### src/rtl/serial_addsub.sv
// Bit-serial add/subtract, LSB first, one bit per clock with start/done handshake.
// Optional signed-overflow output enabled by defining SERIAL_ADDSUB_OVF_EN.
module serial_addsub #(
    parameter int WIDTH = 8
) (
    input  logic             clk,
    input  logic             rst,
    input  logic             start,
    input  logic             op,
    input  logic [WIDTH-1:0] a,
    input  logic [WIDTH-1:0] b,
    input  logic             cin,
    output logic             ready,
    output logic             busy,
    output logic             done,
    output logic [WIDTH-1:0] result,
    output logic             cout
`ifdef SERIAL_ADDSUB_OVF_EN
    ,
    output logic             ovf
`endif
);

    localparam int CW = $clog2(WIDTH);

    typedef enum logic [1:0] {
        S_IDLE,
        S_RUN,
        S_DONE
    } state_t;

    // {carry, sum}
    function automatic logic [1:0] full_adder(input logic x, input logic y, input logic ci);
        return {(x & y) | (ci & (x ^ y)), x ^ y ^ ci};
    endfunction

    // {borrow, difference}
    function automatic logic [1:0] full_sub(input logic x, input logic y, input logic bi);
        return {(~x & y) | (~(x ^ y) & bi), x ^ y ^ bi};
    endfunction

    state_t           state_q, state_d;
    logic [WIDTH-1:0] a_sh_q, a_sh_d;
    logic [WIDTH-1:0] b_sh_q, b_sh_d;
    logic [WIDTH-1:0] acc_q, acc_d;
    logic [WIDTH-1:0] result_q, result_d;
    logic [CW-1:0]    cnt_q, cnt_d;
    logic             op_q, op_d;
    logic             c_q, c_d;
    logic             cout_q, cout_d;
    logic [1:0]       bit_r;
`ifdef SERIAL_ADDSUB_OVF_EN
    logic             ovf_q, ovf_d;
`endif

    // Next-state, bit-slice datapath and result load on the final bit
    always_comb begin
        state_d  = state_q;
        a_sh_d   = a_sh_q;
        b_sh_d   = b_sh_q;
        acc_d    = acc_q;
        result_d = result_q;
        cnt_d    = cnt_q;
        op_d     = op_q;
        c_d      = c_q;
        cout_d   = cout_q;
`ifdef SERIAL_ADDSUB_OVF_EN
        ovf_d    = ovf_q;
`endif
        bit_r    = op_q ? full_sub(a_sh_q[0], b_sh_q[0], c_q)
                        : full_adder(a_sh_q[0], b_sh_q[0], c_q);
        unique case (state_q)
            S_IDLE: begin
                if (start) begin
                    a_sh_d  = a;
                    b_sh_d  = b;
                    op_d    = op;
                    c_d     = cin;
                    cnt_d   = '0;
                    acc_d   = '0;
                    state_d = S_RUN;
                end
            end
            S_RUN: begin
                a_sh_d = a_sh_q >> 1;
                b_sh_d = b_sh_q >> 1;
                acc_d  = {bit_r[0], acc_q[WIDTH-1:1]};
                c_d    = bit_r[1];
                cnt_d  = cnt_q + CW'(1);
                if (cnt_q == CW'(WIDTH - 1)) begin
                    result_d = acc_d;
                    cout_d   = bit_r[1];
`ifdef SERIAL_ADDSUB_OVF_EN
                    ovf_d    = c_q ^ bit_r[1];
`endif
                    state_d  = S_DONE;
                end
            end
            S_DONE: begin
                state_d = S_IDLE;
            end
            default: begin
                state_d = S_IDLE;
            end
        endcase
    end

    // State and datapath registers, cleared asynchronously
    always_ff @(posedge clk or posedge rst) begin
        if (rst) begin
            state_q  <= S_IDLE;
            a_sh_q   <= '0;
            b_sh_q   <= '0;
            acc_q    <= '0;
            result_q <= '0;
            cnt_q    <= '0;
            op_q     <= 1'b0;
            c_q      <= 1'b0;
            cout_q   <= 1'b0;
`ifdef SERIAL_ADDSUB_OVF_EN
            ovf_q    <= 1'b0;
`endif
        end else begin
            state_q  <= state_d;
            a_sh_q   <= a_sh_d;
            b_sh_q   <= b_sh_d;
            acc_q    <= acc_d;
            result_q <= result_d;
            cnt_q    <= cnt_d;
            op_q     <= op_d;
            c_q      <= c_d;
            cout_q   <= cout_d;
`ifdef SERIAL_ADDSUB_OVF_EN
            ovf_q    <= ovf_d;
`endif
        end
    end

    assign ready  = (state_q == S_IDLE);
    assign busy   = (state_q == S_RUN);
    assign done   = (state_q == S_DONE);
    assign result = result_q;
    assign cout   = cout_q;
`ifdef SERIAL_ADDSUB_OVF_EN
    assign ovf    = ovf_q;
`endif

endmodule
### config.mk
export PLATFORM = sky130hd
export DESIGN_NAME = serial_addsub
export DESIGN_NICKNAME = d
export VERILOG_FILES = /design/src/rtl/serial_addsub.sv
export SDC_FILE = /design/constraint.sdc
export NUM_CORES = 1
export LEC_CHECK = 0
export ABC_CLOCK_PERIOD_IN_PS = 1400
export CORE_ASPECT_RATIO = 1.5
export CORE_MARGIN = 2
export CORE_UTILIZATION = 45
export CTS_CLUSTER_SIZE = 25
export DETAILED_ROUTE_END_ITERATION = 10
export GPL_TIMING_DRIVEN = 0
export PLACE_DENSITY_LB_ADDON = 0.05
export SLEW_MARGIN = 10
export SYNTH_ARGS = -nofsm -noshare
export SYNTH_HDL_FRONTEND = slang
export SYNTH_SLANG_ARGS = --single-unit
### constraint.sdc
create_clock -name clk -period 1.4 [get_ports clk]
set_input_delay 0.35 -clock clk [delete_from_list [all_inputs] [get_ports clk]]
set_output_delay 0.35 -clock clk [all_outputs]
set_load 0.01 [all_outputs]
# After elaboration in Yosys (flattened, before gate mapping)
# Index checks and enable logic that the tools add are counted.
[word_totals] wordCells=45 inputBits=21 register_bits=40
[op_classes] eq_ne=5 n_bitwise=10 addsub=1 reduce_logical=6 mux=14
[ops] cell="case mux 8 bit (2 select lines)" n=3
[ops] cell="2-to-1 mux 8 bit" n=3
[ops] cell="AND reduction 2 bit" n=4
[ops] cell="2-to-1 mux 2 bit" n=3
[ops] cell="case mux 3 bit (2 select lines)" n=1
[ops] cell="bitwise AND 1 bit" n=4
[ops] cell="case mux 2 bit (2 select lines)" n=1
[ops] cell="adder 3 x 1 -> 3 bit (second input constant)" n=1
[ops] cell="== test 3 bit (second input constant)" n=1
[ops] cell="2-to-1 mux 3 bit" n=1
[ops] cell="== test 2 x 1 -> 1 bit (second input constant)" n=1
[ops] cell="== test 2 bit (second input constant)" n=1
[ops] cell="logical NOT 2 bit" n=1
[ops] cell="!= test 2 x 1 -> 1 bit (second input constant)" n=1
[ops] cell="!= test 2 bit (second input constant)" n=1
[ops] cell="inverter 1 bit" n=2
[ops] cell="bitwise OR 1 bit" n=2
[ops] cell="case mux 1 bit (2 select lines)" n=1
[ops] cell="nonzero test 2 bit" n=1
[ops] cell="bitwise XOR 1 bit" n=2
[ops] cell="2-to-1 mux 1 bit" n=1

# Logic depth before layout (Yosys ltp)
[logic_depth] ltp_word=6 depth_mapped=6 mapped_depth_nobuf=5

# Worst setup path before layout
# OpenSTA, ideal clock, no wires.
[synth_timing] path_type="register to register" from="register cnt_q[0]" to="register result_q[0] (netlist: result[0])" arrival_ns=1.294 path_stages_with_launch=6 synth_period_minus_slack_ns=1.419 setup_ns=0.125 t_required_ns=1.275 setup_slack_ns=-0.019 path_cell_list="dfrtp_1 -> ha_1 -> ha_1 -> nand3b_4 -> buf_6 -> mux2_4"
[synth_between] elab_chain_cells=2
[synth_lines] element="from (decl)" line_no="47" rtl="logic [CW-1:0] cnt_q, cnt_d;"
[synth_lines] element="from (signal assigned)" line_no="129" rtl="cnt_q <= cnt_d;"
[synth_lines] element="== test 3 bit" line_no="90" rtl="if (cnt_q == CW'(WIDTH - 1)) begin"
[synth_lines] element="AND reduction 2 bit (no line)"
[synth_lines] element="to (signal assigned)" line_no="128" rtl="result_q <= result_d;"
[synth_lines] element="to (decl)" line_no="46" rtl="logic [WIDTH-1:0] result_q, result_d;"
# No other way between the ends.
# A chain may end at the register's enable or synchronous reset.

# Worst setup path after layout
[layout_timing] from="register state_q[1]" to="output done"
[layout_between] elab_chain_cells=1
[layout_lines] element="from (decl)" line_no="42" rtl="state_t state_q, state_d;"
[layout_lines] element="from (signal assigned)" line_no="124" rtl="state_q <= state_d;"
[layout_lines] element="== test 2 bit" line_no="141" rtl="assign done = (state_q == S_DONE);"
[layout_lines] element="to (decl)" line_no="15" rtl="output logic done,"
# No other way between the ends.

==> run metrics <==
Port Buffers=31; Relative slew margins=45.8%; Initial Util=46.2%; Compound-Gate Fraction of Synth Area=15.3%; Die Wd=55.8 um; Tcrit/Tclk final=107%; CP Launch Type=flip-flop; Worst-Margin Slew=0.813 ns; crit-path leading delay family=flip-flops; setup tns final=-0.292 ns; Worst Setup End Kind=output pin; Max stage delay cell, worst path=dfrtp_1; flops & latches, synth=39; fin worst setup slack=-0.0931 ns; largest net degree at the start of global routing=40; Main synth FF type=dfrtp_1; Area Overhead vs Synth=37.0%; post-synthesis sequential area ratio=53.8%; Ys Warns=0; layout cells sized above 1=29.9%; DPL Wire Length=2480 um; Post-Syn Area=1810 sq um; site row count=28; Min-Delay Path Class=flip-flop to flip-flop; worst skew pair latency=0.29 ns; Total Wirelength=3790 um; asr flop ratio synth=100%; CTS tree=done; Fmax=670 MHz; wire per inst=15.2 um; WS Path Type=flip-flop to output pin; vias in the first global route=1,396; power per cell area=1930 nW/um^2; WP data arrival=1.14 ns; Clock Tree Root=clkbuf_8; Mapped Cells=149; RSZ-0062 raised after global routing=true; antenna violations before repair=0; ANT cells=0; 1st-iter DRT viols=25; H-tree level count=2; GR Overflow Total=0; final hold vios=0; Tmin final=1.49 ns; Synth Area in XOR/XNOR=0%; Worst IR Drop VDD=1050 uV; die height=81.7 um; Boundary Pins=33; largest family of logic cells by synthesized area=compound AO/OA/AOI/OAI gates; Max Transition Viols Final=0; simple-gate portion of the synthesized area=13.0%; hold slack=0.488 ns; maxcap violations=0; crit path buf inv count=3; Global Route Usage Sum=18.7%; drt drc=0; failing checks=negative setup slack; DRT Pass-1 Iters=4; CTS Buf Count=5; Largest stage delay, worst path=0.38 ns; Max FO, Critical Path=4; Lkg Pwr=1.25 nW; vias=1,319; synth unique cells=25; Synth Area per Inst=12.2 sq um; first-pass GRT wire length=6510 um; mux share of post-synthesis cell area=8.42%; Sink Count=39; Setup Skew=0.00312 ns; Layout fillers=340; Worst EP required=1.05 ns; most used cell, CP=buf_6; Syn Nets=174; ANT nets after route=0; commonest non-fill, non-tap cells in the layout=38 x dfrtp_1, 19 x buf_4, 19 x clkdlybuf4s50_1, 15 x nand2_1, 15 x a21oi_1; Nets=229; CP cell instances=buf_6, buf_6, nor2b_4, buf_6; Worst-path clk slew=0.07 ns; GP Congestion=0.764; Die ar.=4560 sq um; routed vias/inst=5.30; area share of fa/ha/maj cells after synthesis=3.59%; Final setup viols=10; number of flops mapped to enable cells by yosys=0; Placeable Area=3920 sq um; clk buf depth=2; status=finished with violations; leading cell type in the layout, fill and taps excluded=dfrtp_1
==> worst paths after layout <==
check / startpoint / to / slack, ns / cells after the start
max: state_q[1] / done / -0.09 / 4
min: b_sh_q[3] / b_sh_q[3] / 0.49 / 2
max reg2reg: cnt_q[1] / result[5] / -0.03 / 5
min reg2reg: b_sh_q[3] / b_sh_q[3] / 0.49 / 2
max in group asynchronous: rst / a_sh_q[0] / 0.30 / 2
min in group asynchronous: rst / result[5] / 0.52 / 2
==> registers in the layout, summed over array words and instances (netlist names) <==
register,cells
cnt_q,3
op_q,1
state_q,2
c_q,1
acc_q,7
b_sh_q,8
result,8
cout,1
a_sh_q,8
==> synthesized netlist by cell type (2+ instances only) <==
cell | n | area, sq um
buf_6 | 3 | 33.8
a22o_1 | 9 | 78.8
o21ai_1 | 4 | 20.0
a32o_1 | 2 | 20.0
a21oi_1 | 15 | 75.1
buf_4 | 4 | 30.0
inv_1 | 5 | 18.8
mux2_4 | 8 | 120
ha_1 | 2 | 25.0
mux2_2 | 2 | 22.5
nand2_1 | 16 | 60.1
fa_1 | 2 | 40.0
dfrtp_1 | 39 | 976
o21ai_0 | 11 | 55.1
buf_2 | 3 | 15.0
and3b_1 | 14 | 123
nor2b_1 | 2 | 12.5
==> metrics by stage <==
| stage | area, sq um | std cells | setup WS (ns) | power (mW) | utilization (%) |
|---|---|---|---|---|---|
| after floorplan | 1820 | 149 | 0.0239 | 3.06 | - |
| after global placement | 2190 | 225 | -0.674 | 3.63 | 55.7 |
| after detailed placement | 2190 | 225 | -0.440 | 3.70 | 55.7 |
| after CTS | 2420 | 245 | -0.123 | 4.72 | 61.7 |
| after global routing | 2480 | 249 | -0.131 | 5.13 | 63.3 |
| final | 2480 | 249 | -0.0931 | 4.79 | 63.3 |
==> worst min-delay path, cell delays in order (launching register included) <==
cell and delay (ns):
dfrtp_1 0.34, nand2_1 0.05, o21ai_0 0.06
==> cells by family after synthesis <==
group | after synthesis
flops | 39
simple gates | 35
compound gates | 43
buf+inv | 17
fa+ha+maj | 4
mux | 11
==> metal layers <==
layer / global-route usage [%] / part of all wire [%] / vias up
met3: 3.78 / 3.4 / 6
li1: - / - / 631
met1: 21.0 / 40 / 652
met4: 8.57 / 1.7 / 0
met5: 0 / 0 / -
met2: 34.3 / 55 / 30
==> layout make-up <==
type                            instances  area (sq um)  area share, %
Clock buffer                            6          82.6           3.32
Tap cell                               45          56.3           2.27
Multi-Input combinational cell         93           771           31.0
Inverter                                5          18.8          0.756
Buffer                                  9          88.8           3.58
Sequential cell                        39           977           39.3
Clock inverter                          1          5.00          0.202
Timing Repair Buffer                   51           484           19.5
==> where the power goes <==
group          leakage, nW  switching, mW  internal (mW)
clock network       0.0470          0.379          0.386
registers            0.502          0.283           1.58
logic                0.697          0.897           1.26
==> what timing repair did <==
item | in CTS | in global routing
hold endpoints to repair | 0 | 0
hold buffers | 0 | 0
endpoints found under the setup margin | 19 | 32
cloned | 1 | 0
pin swaps | 2 | 2
gates resized for setup | 34 | 10
buffers inserted | 13 | 6
Note: power is estimated with default switching activity, not from simulation.
